<file path="config.mk">
export PLATFORM = sky130hd
export DESIGN_NAME = pipeline_hazard_ctrl
export DESIGN_NICKNAME = d
export VERILOG_FILES = /design/src/rtl/pipeline_hazard_ctrl.sv
export SDC_FILE = /design/constraint.sdc
export NUM_CORES = 1
export LEC_CHECK = 0
export CORE_AREA = 3 3 40 42
export CTS_CLUSTER_DIAMETER = 40
export CTS_CLUSTER_SIZE = 28
export DETAILED_ROUTE_END_ITERATION = 16
export DIE_AREA = 0 0 43 45
export PLACE_DENSITY_LB_ADDON = 0.12
export SLEW_MARGIN = 25
export SYNTH_ARGS = -nofsm -noshare
export SYNTH_HDL_FRONTEND = slang
export SYNTH_SLANG_ARGS = --single-unit
</file>
<file path="constraint.sdc">
create_clock -name clk -period 4.1 [get_ports clk]
set_clock_uncertainty 0.2 [all_clocks]
set_input_delay 0.41 -clock clk [delete_from_list [all_inputs] [get_ports clk]]
set_output_delay 0.41 -clock clk [all_outputs]
set_load 0.005 [all_outputs]
</file>
<file path="src/rtl/pipeline_hazard_ctrl.sv">
// Stall/flush sequencer for the 5-stage pipeline: load-use, branch redirect, imem/dmem waits, halt.
// Optional stall-cycle counter is enabled by defining PIPELINE_HAZARD_CTRL_STATS_EN.
module pipeline_hazard_ctrl (
    input  logic       clk,
    input  logic       rst,
    input  logic [2:0] Rs_if_id,
    input  logic [2:0] Rt_if_id,
    input  logic       Rs_if_id_valid,
    input  logic       Rt_if_id_valid,
    input  logic [2:0] Rd_id_ex,
    input  logic       Rd_id_ex_valid,
    input  logic       MemRead_id_ex,
    input  logic       WriteReg_id_ex,
    input  logic       branch_taken_ex,
    input  logic       imem_busy,
    input  logic       dmem_busy,
    input  logic       halt_mem_wb,
    output logic       pc_write,
    output logic       if_id_write,
    output logic       id_ex_write,
    output logic       ex_mem_write,
    output logic       if_id_flush,
    output logic       id_ex_bubble,
    output logic       mem_wb_bubble,
    output logic       halted,
    output logic [1:0] state
`ifdef PIPELINE_HAZARD_CTRL_STATS_EN
    ,
    output logic [15:0] stall_cycles
`endif
);

    typedef enum logic [1:0] {
        ST_RUN        = 2'd0,
        ST_DWAIT      = 2'd1,
        ST_FLUSH_PEND = 2'd2,
        ST_HALT       = 2'd3
    } state_t;

    state_t state_r;
    state_t next_state_s;
    logic   luh_s;

    function automatic logic load_use(
        input logic       mem_read,
        input logic       write_reg,
        input logic [2:0] rd,
        input logic       rd_valid,
        input logic [2:0] rs,
        input logic       rs_valid,
        input logic [2:0] rt,
        input logic       rt_valid
    );
        return mem_read & write_reg & rd_valid &
               ((rs_valid & (rs == rd)) | (rt_valid & (rt == rd)));
    endfunction

    assign luh_s = load_use(MemRead_id_ex, WriteReg_id_ex, Rd_id_ex, Rd_id_ex_valid,
                            Rs_if_id, Rs_if_id_valid, Rt_if_id, Rt_if_id_valid);

    assign state = state_r;

    // State register; reset forces RUN asynchronously, even mid-stall.
    always_ff @(posedge clk or posedge rst) begin
        if (rst) begin
            state_r <= ST_RUN;
        end else begin
            state_r <= next_state_s;
        end
    end

    // Mealy control decode and next-state selection.
    always_comb begin
        pc_write      = 1'b1;
        if_id_write   = 1'b1;
        id_ex_write   = 1'b1;
        ex_mem_write  = 1'b1;
        if_id_flush   = 1'b0;
        id_ex_bubble  = 1'b0;
        mem_wb_bubble = 1'b0;
        halted        = 1'b0;
        next_state_s  = state_r;

        case (state_r)
            // DWAIT with memory still busy freezes; once it completes it decides like RUN.
            ST_RUN, ST_DWAIT: begin
                if ((state_r == ST_DWAIT) && dmem_busy) begin
                    pc_write      = 1'b0;
                    if_id_write   = 1'b0;
                    id_ex_write   = 1'b0;
                    ex_mem_write  = 1'b0;
                    mem_wb_bubble = 1'b1;
                    next_state_s  = ST_DWAIT;
                end else if (halt_mem_wb) begin
                    pc_write      = 1'b0;
                    if_id_write   = 1'b0;
                    id_ex_write   = 1'b0;
                    ex_mem_write  = 1'b0;
                    id_ex_bubble  = 1'b1;
                    mem_wb_bubble = 1'b1;
                    next_state_s  = ST_HALT;
                end else if (dmem_busy) begin
                    pc_write      = 1'b0;
                    if_id_write   = 1'b0;
                    id_ex_write   = 1'b0;
                    ex_mem_write  = 1'b0;
                    mem_wb_bubble = 1'b1;
                    next_state_s  = ST_DWAIT;
                end else if (branch_taken_ex) begin
                    if_id_flush  = 1'b1;
                    id_ex_bubble = 1'b1;
                    if (imem_busy) begin
                        next_state_s = ST_FLUSH_PEND;
                    end else begin
                        next_state_s = ST_RUN;
                    end
                end else if (luh_s) begin
                    pc_write     = 1'b0;
                    if_id_write  = 1'b0;
                    id_ex_bubble = 1'b1;
                    next_state_s = ST_RUN;
                end else if (imem_busy) begin
                    pc_write     = 1'b0;
                    if_id_flush  = 1'b1;
                    next_state_s = ST_RUN;
                end else begin
                    next_state_s = ST_RUN;
                end
            end
            // The stale fetch issued before the redirect must be squashed when it lands.
            ST_FLUSH_PEND: begin
                pc_write     = 1'b0;
                if_id_flush  = 1'b1;
                id_ex_bubble = 1'b1;
                if (halt_mem_wb) begin
                    if_id_write   = 1'b0;
                    id_ex_write   = 1'b0;
                    ex_mem_write  = 1'b0;
                    mem_wb_bubble = 1'b1;
                    next_state_s  = ST_HALT;
                end else if (dmem_busy) begin
                    ex_mem_write  = 1'b0;
                    mem_wb_bubble = 1'b1;
                    next_state_s  = ST_FLUSH_PEND;
                end else if (imem_busy) begin
                    next_state_s  = ST_FLUSH_PEND;
                end else begin
                    next_state_s  = ST_RUN;
                end
            end
            ST_HALT: begin
                pc_write      = 1'b0;
                if_id_write   = 1'b0;
                id_ex_write   = 1'b0;
                ex_mem_write  = 1'b0;
                id_ex_bubble  = 1'b1;
                mem_wb_bubble = 1'b1;
                halted        = 1'b1;
                next_state_s  = ST_HALT;
            end
            default: begin
                pc_write      = 1'b0;
                if_id_write   = 1'b0;
                id_ex_write   = 1'b0;
                ex_mem_write  = 1'b0;
                if_id_flush   = 1'b1;
                id_ex_bubble  = 1'b1;
                mem_wb_bubble = 1'b1;
                next_state_s  = ST_RUN;
            end
        endcase

        // While reset is held the whole pipeline is fed NOPs and nothing advances.
        if (rst) begin
            pc_write      = 1'b0;
            if_id_write   = 1'b0;
            id_ex_write   = 1'b0;
            ex_mem_write  = 1'b0;
            if_id_flush   = 1'b1;
            id_ex_bubble  = 1'b1;
            mem_wb_bubble = 1'b1;
            halted        = 1'b0;
        end else begin
            halted        = halted;
        end
    end

`ifdef PIPELINE_HAZARD_CTRL_STATS_EN
    logic [15:0] stall_cnt_r;

    assign stall_cycles = stall_cnt_r;

    // Saturating count of cycles the PC was held outside HALT.
    always_ff @(posedge clk or posedge rst) begin
        if (rst) begin
            stall_cnt_r <= 16'h0000;
        end else if (!pc_write && (state_r != ST_HALT) && (stall_cnt_r != 16'hFFFF)) begin
            stall_cnt_r <= stall_cnt_r + 16'h0001;
        end else begin
            stall_cnt_r <= stall_cnt_r;
        end
    end
`endif

endmodule
</file>
* Yosys cells after proc, flatten, opt, wreduce, memory -nomap -nowiden *
Index checks and enable logic that the tools add are counted.

storage, ports and cells
  bits of input ports = 20
  output and inout bits = 10
  word-level logic and storage cells = 69
  flip-flop bits (word level) = 2

operators by class
  bitwise gates (word level) = 6
  mux-type cells = 53
  reduce and logical (&&, ||, !) cells = 4
  equal/unequal tests = 5

operators with widths
  operator                                       count
  two-way mux 1 bit                              38
  two-way mux 2 bit                              7
  case mux 1 bit (3 select lines)                4
  == test 3 bit                                  2
  case mux 1 bit (2 select lines)                3
  case mux 2 bit (3 select lines)                1
  AND 1 bit                                      5
  == test 2 bit, second input constant           2
  OR reduction 2 bit                             2
  == test 2 x 1 -> 1 bit, second input constant  1
  zero test 2 bit                                1
  logical AND 1 bit                              1
  bitwise OR 1 bit                               1

* Depth between registers and ports, before layout *
  word-level depth = 11
  gate-level depth with buffers = 4
  mapped depth without buffers = 4

* Worst setup path before layout *
OpenSTA, ideal clock, no wires.

  kind = register to output
  from = reg state_r[1], in the netlist state[1]
  to = out if_id_write
  data arrival time = 1.209 ns
  path buffers = 0
  required time = 3.490 ns
  setup slack = 2.281 ns
  cell stages (with the launch flop) = 5
  cells stage by stage = dfrtp_1 -> and2_1 -> or3_4 -> nor2_4 -> o31a_1

on the way
  cells in the longest elaborated chain, start to end = 5
  elaborated cells between the ends (all ways) = 9
  those cells by class = 3 x eq/ne; 3 x mux; 3 x reduce/logical

RTL lines
  what                               line    RTL
  from (decl)                        40      state_t state_r;
  from (signal assigned)             68      state_r <= next_state_s;
  == test 2 x 1 -> 1 bit             84, 87
  logical AND 1 bit                  87      if ((state_r == ST_DWAIT) && dmem_busy) begin
  two-way mux 1 bit                  87
  case mux 1 bit (3 select lines) *  84      case (state_r)
  two-way mux 1 bit *                174     if (rst) begin
  to (decl)                          19      output logic if_id_write,

Every way passes the cells marked *; elsewhere a longest branch is shown, timed or not.

* Worst setup path in the final report *
  from = in halt_mem_wb
  to = out pc_write

on the way
  cells in the longest elaborated chain, start to end = 4

RTL lines
  what                             line  RTL
  from (decl)                      17    input logic halt_mem_wb,
  two-way mux 1 bit                94    end else if (halt_mem_wb) begin
  two-way mux 1 bit                87
  case mux 1 bit (2 select lines)  84
  two-way mux 1 bit                174
  to (decl)                        18    output logic pc_write,

Every way passes these cells.

==> results.py <==
metrics = {
    "outcome": {
        "status": "finished clean",
    },
    "synth": {
        "syn_inst": 37,
        "yosys_warnings": 0,
        "synth_fp_nets": 57,
        "synth_top_area_frac": 0.179,
        "synth-seq-cells": 2,
        "ys_seq_area_frac": 0.170,
        "synth_area_um2": 294,
        "syn_avg_cell_area_um2": 7.95,
        "synth_top_cell_by_area": "xnor2_1",
        "ys_types": 22,
        "netlist_top_cells_area": "xnor2_1 18%, dfrtp_1 17%, inv_1 6.4%",
    },
    "detailed_routing": {
        "dr.first_iter.drc_count": 2,
        "drt_wl_total_um": 1050,
        "route.detailed.drc": 0,
        "drtPass1Iterations": 2,
        "dr_total_vias": 397,
        "postRouteAntennaNets": 0,
        "viasPerCell": 4.73,
        "wl_per_cell_um": 12.5,
    },
    "pwr": {
        "p_clk_frac": 0.194,
        "intPower_mw": 0.147,
        "leakage_nw": 0.228,
        "p_switching_mw": 0.0731,
        "total_power_mw": 0.220,
        "switching_share": 0.332,
        "vdd_drop_max_v": 0.000271,
        "combPwrFrac": 0.602,
        "pwr_density_cell_mw_per_mm2": 351,
        "p_seq_frac": 0.204,
    },
    "grt": {
        "grt_pass1_wl_um": 1640,
        "grt_max_degree": 11,
        "grt_use_total": 0.112,
        "globalRouteMet1Util": 0.171,
        "use_met2": 0.141,
        "antenna_found_initial": 0,
        "grt_most_used_layer": "met1",
        "grt_pass1_vias": 355,
        "grt.met3_usage": 0.0518,
        "gr-total-overflow": 0,
    },
    "setup_path": {
        "r2r-end": "state[0]",
        "cp_top_family": "buffers and inverters",
        "crit_path_frequent_cell": "clkdlybuf4s50_1",
        "path_class": "in -> out",
        "critical_path.slowest_cell": "clkdlybuf4s50_1",
        "worst-path-buf-inv": 2,
        "critPathMaxStageDelay_ps": 530,
        "rr_startpoint": "state[1]",
        "cp_max_fo": 7,
        "cp.depth": 5,
        "crit_path_start": "halt_mem_wb",
        "crit_required_ps": 3490,
        "endpoint_kind": "output port",
        "crit_chain": "clkdlybuf4s50_1 > nor3_1 > and3_1 > a32o_1 > clkdlybuf4s50_1",
        "cp-start-kind": "input port",
        "r2r_slack_ps": 2750,
        "ff2ff_path_depth": 2,
        "crit_path_end": "pc_write",
        "arrival_ps": 2190,
    },
    "final_layout": {
        "antenna_cells": 0,
        "nFillCells": 144,
        "seq_area_um2": 50.0,
        "layout.nets": 91,
        "multi_input_area_um2": 225,
        "area_delta_synth_final_pct": 113,
        "largest_register_ffs": 2,
        "drive_gt1_frac": 0.0870,
        "utilization": 0.487,
    },
    "clock_tree": {
        "cts_buffers": 3,
        "clk_path_buf_depth": 2,
        "clk_pin_slew_ps": 30,
        "insertion_delay_ps": 220,
        "clock-root-buffer": "clkbuf_4",
        "cts.sinks": 2,
        "cts_tree": "yes",
        "cts_setup_buffers": 0,
        "cts-resized-gates": 0,
        "htreeDepth": 1,
        "cts-hold-fix-buffers": 0,
    },
    "timing": {
        "finalCritPeriodShare": 0.682,
        "rsz0062_at_grt": "no",
        "hold_viol_final": 0,
        "slew_violations": 0,
        "finalWorstPathRequiredPeriod_ps": 2800,
        "relSlewSlack": 0.736,
        "setup_viol": 0,
        "setup_tns_ps": 0,
        "setup_ws_ps": 1300,
        "tightest_slew_ps": 392,
        "fmax_mhz": 357,
    },
    "floorplanning": {
        "core_area_mm2": 0.00128,
        "rows": 13,
        "dieWidth_um": 43,
        "die_y_um": 45,
        "initial_core_util": 0.229,
        "pin_count": 30,
        "die-area_mm2": 0.00194,
    },
    "placement": {
        "port-buffer-count": 29,
        "pre_cts_ws_ps": 1310,
        "place.gp.congestion": 0.728,
        "dp_hpwl_um": 873,
    },
    "worst_hold_path": {
        "hp-class": "reg -> reg",
        "min_path_cells": 1,
    },
    "flow_run": {
        "max_cap_violations": 0,
    },
}
how the worst min path moves through the flow:
stage                  start  slack [ps]  endpoint
floorplan                rst         -30  state[0]
global placement    state[0]         370  state[1]
detailed placement  state[0]         350  state[1]
CTS                 state[0]         360  state[1]
global route        state[0]         390  state[1]
finish              state[0]         360  state[1]
Yosys cell counts:
| library cell | count |
|---|---|
| nor2b_1 | 1 |
| a2bb2oi_1 | 1 |
| nor3b_1 | 1 |
| or3_4 | 1 |
| o31a_1 | 1 |
| xnor2_1 | 6 |
| and2_1 | 2 |
| a32o_1 | 1 |
| and3_1 | 1 |
| a21oi_1 | 3 |
| nand4_1 | 2 |
| nand3_1 | 1 |
| nor4_1 | 2 |
| a2111oi_0 | 1 |
| a221o_1 | 1 |
| dfrtp_1 | 2 |
| o21ai_0 | 1 |
| nor2_4 | 1 |
| inv_1 | 5 |
| a21o_1 | 1 |
| nor3_1 | 1 |
| a31o_2 | 1 |
layout by cell type (no fill, tap or decap), drive strengths merged:
cell type      count
a21o               1
nor4               2
o21ai              1
nor2b              1
nor3b              1
dfrtp              2
and2               2
a2bb2oi            1
xnor2              6
a32o               1
clkdlybuf4s50     29
a31o               1
o31a               1
nand4              2
or3                1
nand3              1
and3               1
nor3               1
a2111oi            1
inv                5
a221o              1
clkbuf             3
a21oi              3
nor2               1
layout make-up:
class | instances | area share
inverters | 5 | 0.0300
repair buffers | 29 | 0.464
clock buffers | 3 | 0.0360
multi-input cells | 30 | 0.360
well taps | 15 | 0.0300
flip-flops and latches | 2 | 0.0800
metal layers:
metal | up-vias | wire length [um]
met1 | 176 | 527
met4 | 0 | 0
met2 | 13 | 460
li1 | 208 | -
met5 | - | 0
met3 | 0 | 62
cell families (layout without fill, tap and decap cells):
group | after synthesis | count (layout) | synth area share
compound gates | 11 | 11 | 0.281
xor+xnor | 6 | 6 | 0.179
buf+inv | 5 | 37 | 0.0638
flops | 2 | 2 | 0.170
simple gates | 13 | 13 | 0.306
stage by stage:
step,cell area [um2],std cells,hold WS [ps]
CTS,626,84,361
detailed placement,603,81,352
floorplan,294,37,-30.0
finish,626,84,356
global route,626,84,389
global placement,603,81,372
power by group through the flow:
stage / clock network, mW / logic, mW / registers [mW]
finish: 0.0427 / 0.132 / 0.0447
global route: 0.0469 / 0.142 / 0.0470
CTS: 0.0453 / 0.133 / 0.0445
detailed placement: 0 / 0.132 / 0.0447
global placement: 0 / 0.133 / 0.0454
floorplan: 0 / 0.0575 / 0.0416
(Power assumes the default switching activity.)
==> RTL edit: new RTL, same settings <==
Add an input register stage for `Rt_if_id`, without a reset; this delays it by one clock. The other inputs are not delayed to match.
--- a/src/rtl/pipeline_hazard_ctrl.sv
+++ b/src/rtl/pipeline_hazard_ctrl.sv
@@ -38,4 +38,10 @@
     } state_t;
 
+    logic [2:0] Rt_if_id_q;
+
+    always_ff @(posedge clk) begin
+        Rt_if_id_q <= Rt_if_id;
+    end
+
     state_t state_r;
     state_t next_state_s;
@@ -57,5 +63,5 @@
 
     assign luh_s = load_use(MemRead_id_ex, WriteReg_id_ex, Rd_id_ex, Rd_id_ex_valid,
-                            Rs_if_id, Rs_if_id_valid, Rt_if_id, Rt_if_id_valid);
+                            Rs_if_id, Rs_if_id_valid, Rt_if_id_q, Rt_if_id_valid);
 
     assign state = state_r;
Formal check against the unedited RTL: not equivalent (Yosys sat finds a counterexample within 4 cycles, from zero or initial values and one cycle with rst high).
==> RTL edit against the unedited design <==
  * Total power down 33%
  * Clock power up 33%
  * Routed wire length down 3.0%
  * Global-route usage down 0.47 points
  * Non-clock buffer count unchanged
  * Sequential cell count up 3
  * Setup slack better by 0.073 ns
  * Area after synthesis up 31%
  * Register-to-register slack better by 0.02 ns
  * Design area up 13%
  * Critical path depth down 1
  * Combinational power down 71%
  * First-iteration DRC count rose to 2.5 times the old value
  * Largest power group is now the clock network
==> RTL edit: results (changes against the unedited design) <==
[worst_setup_path] Worst EP arrival 2.11 ns [was 2.19 ns]
[routing] Iter 0 DRT Violations 5 [was 2]
[placed_design] number of placed instances with taps included 88 [was 81]
[grt] wire length of the first global-routing pass 1530 um [was 1640 um]
[synthesis] Net Count, Synth 66 [was 57]
[final_layout] number of flip-flops under the largest register name 3 [was 2]
[status] result of the run finished clean [unchanged]
[worst_setup_path] critical path peak fanout 8 [was 7]
[placed_design] total cell area at the placement stage 679 um^2 [was 603 um^2]
[clock_tree] worst-skew pair later-pin latency 0.24 ns [was 0.22 ns]
[final_layout] Final #Nets 98 [was 91]
[synthesis] cell types with the highest counts after synthesis xnor2_1 (6), inv_1 (4), a21oi_1 (3), dfxtp_1 (3), nand2_1 (3) [was xnor2_1 (6), inv_1 (5), a21oi_1 (3)]
[final_layout] non-filler cells in the finished layout 92 [was 84]
[synthesis] share of synthesized flip-flops with an asynchronous set or reset 40.0% [was 100%]
[final_layout] fraction of final layout cells with drive strength greater than 1 10.4% [was 8.70%]
[routing] wirelength, routed 1020 um [was 1050 um]
[clock_tree] clock slew at the register clock pins of the worst setup and hold paths 0.05 ns [was 0.03 ns]
[placed_design] weighted congestion reported at the end of routability-driven placement 0.773 [was 0.728]
[grt] total routing usage reported by global routing 10.7% [was 11.2%]
[hold_path] worst hold path class in -> async [was reg -> reg]
[synthesis] register area share after synthesis 28.5% [was 17.0%]
[worst_setup_path] cell with the biggest individual delay on the critical path or4_1 [was clkdlybuf4s50_1]
[grt] vias in the first global route 371 [was 355]
[final_layout] number of fill cells in the layout 127 [was 144]
[routing] via density per instance 4.45 [was 4.73]
[synthesis] biggest area contributors in the synthesized netlist dfxtp_1 (16%), xnor2_1 (14%), dfrtp_1 (13%), a211o_4 (4.5%), a21oi_1 (3.9%) [was xnor2_1 (18%), dfrtp_1 (17%), inv_1 (6.4%), a21oi_1 (5.1%), and2_1 (4.3%)]
[placed_design] setup slack at placement 1.35 ns [was 1.31 ns]
[placed_design] half-perimeter wire length after placement 823 um [was 873 um]
[power_and_ir_drop] worst IR drop on VDD 0.000126 V [was 0.000271 V]
[worst_setup_path] peak per-stage delay on the critical path 0.56 ns [was 0.53 ns]
[synthesis] gate count after technology mapping 46 [was 37]
[timing] transition time of the tightest slew-check pin 0.333 ns [was 0.392 ns]
-- RTL edit: cell types whose count changed after synthesis, moves of 2 or more --
cell	unedited run	this run
dfxtp_1	0	3
nand2_1	0	3
and2_1	2	0
nand2b_1	0	2
nor2_1	0	2
-- RTL edit: cell type report --
| cell class | instances | area, um^2 | area share [%] |
|---|---|---|---|
| timing repair buffer | 29 | 290 | 41.1 |
| multi-input combinational | 35 | 245 | 34.8 |
| tap | 15 | 18.8 | 2.66 |
| clock buffer | 4 | 26.3 | 3.72 |
| inverter | 4 | 15.0 | 2.13 |
| sequential | 5 | 110 | 15.6 |
-- RTL edit: path summary, 6_finish.rpt --
kind                            slack (ns)  depth (start not counted)                     to
worst max-delay path                  1.38                          4           id_ex_bubble
worst min-delay path                  0.35                          2     state[1]$_DFF_PP0_
worst max register to register        2.77                          2     state[0]$_DFF_PP0_
worst min register to register        0.46                          2     state[1]$_DFF_PP0_
max in group asynchronous             3.22                          2     state[0]$_DFF_PP0_
min in group clk                      0.42                          1  Rt_if_id_q[1]$_DFF_P_
-- RTL edit: power breakdown --
group	internal, mW	switching [mW]	total [mW]
clock network	0.0368	0.0200	0.0568
logic	0.0252	0.0125	0.0377
registers	0.0509	0.00109	0.0520
total	0.113	0.0336	0.147
-- RTL edit: logic make-up (layout without fill, tap and decap cells) --
logic type | count (synthesis) | after routing | synth area share, %
simple gates | 17 | 17 | 25.6
compound gates | 12 | 12 | 24.3
xor+xnor | 6 | 6 | 13.6
buf+inv | 6 | 37 | 8.09
flops | 5 | 5 | 28.5
-- RTL edit: layer usage --
metal | vias up | global-route usage [%] | share of wire (%)
li1 | 225 | - | -
met1 | 172 | 14.1 | 47
met2 | 12 | 15.9 | 46
met3 | 0 | 1.99 | 6.8
met4 | 0 | 7.23 | 0
met5 | - | 0 | 0
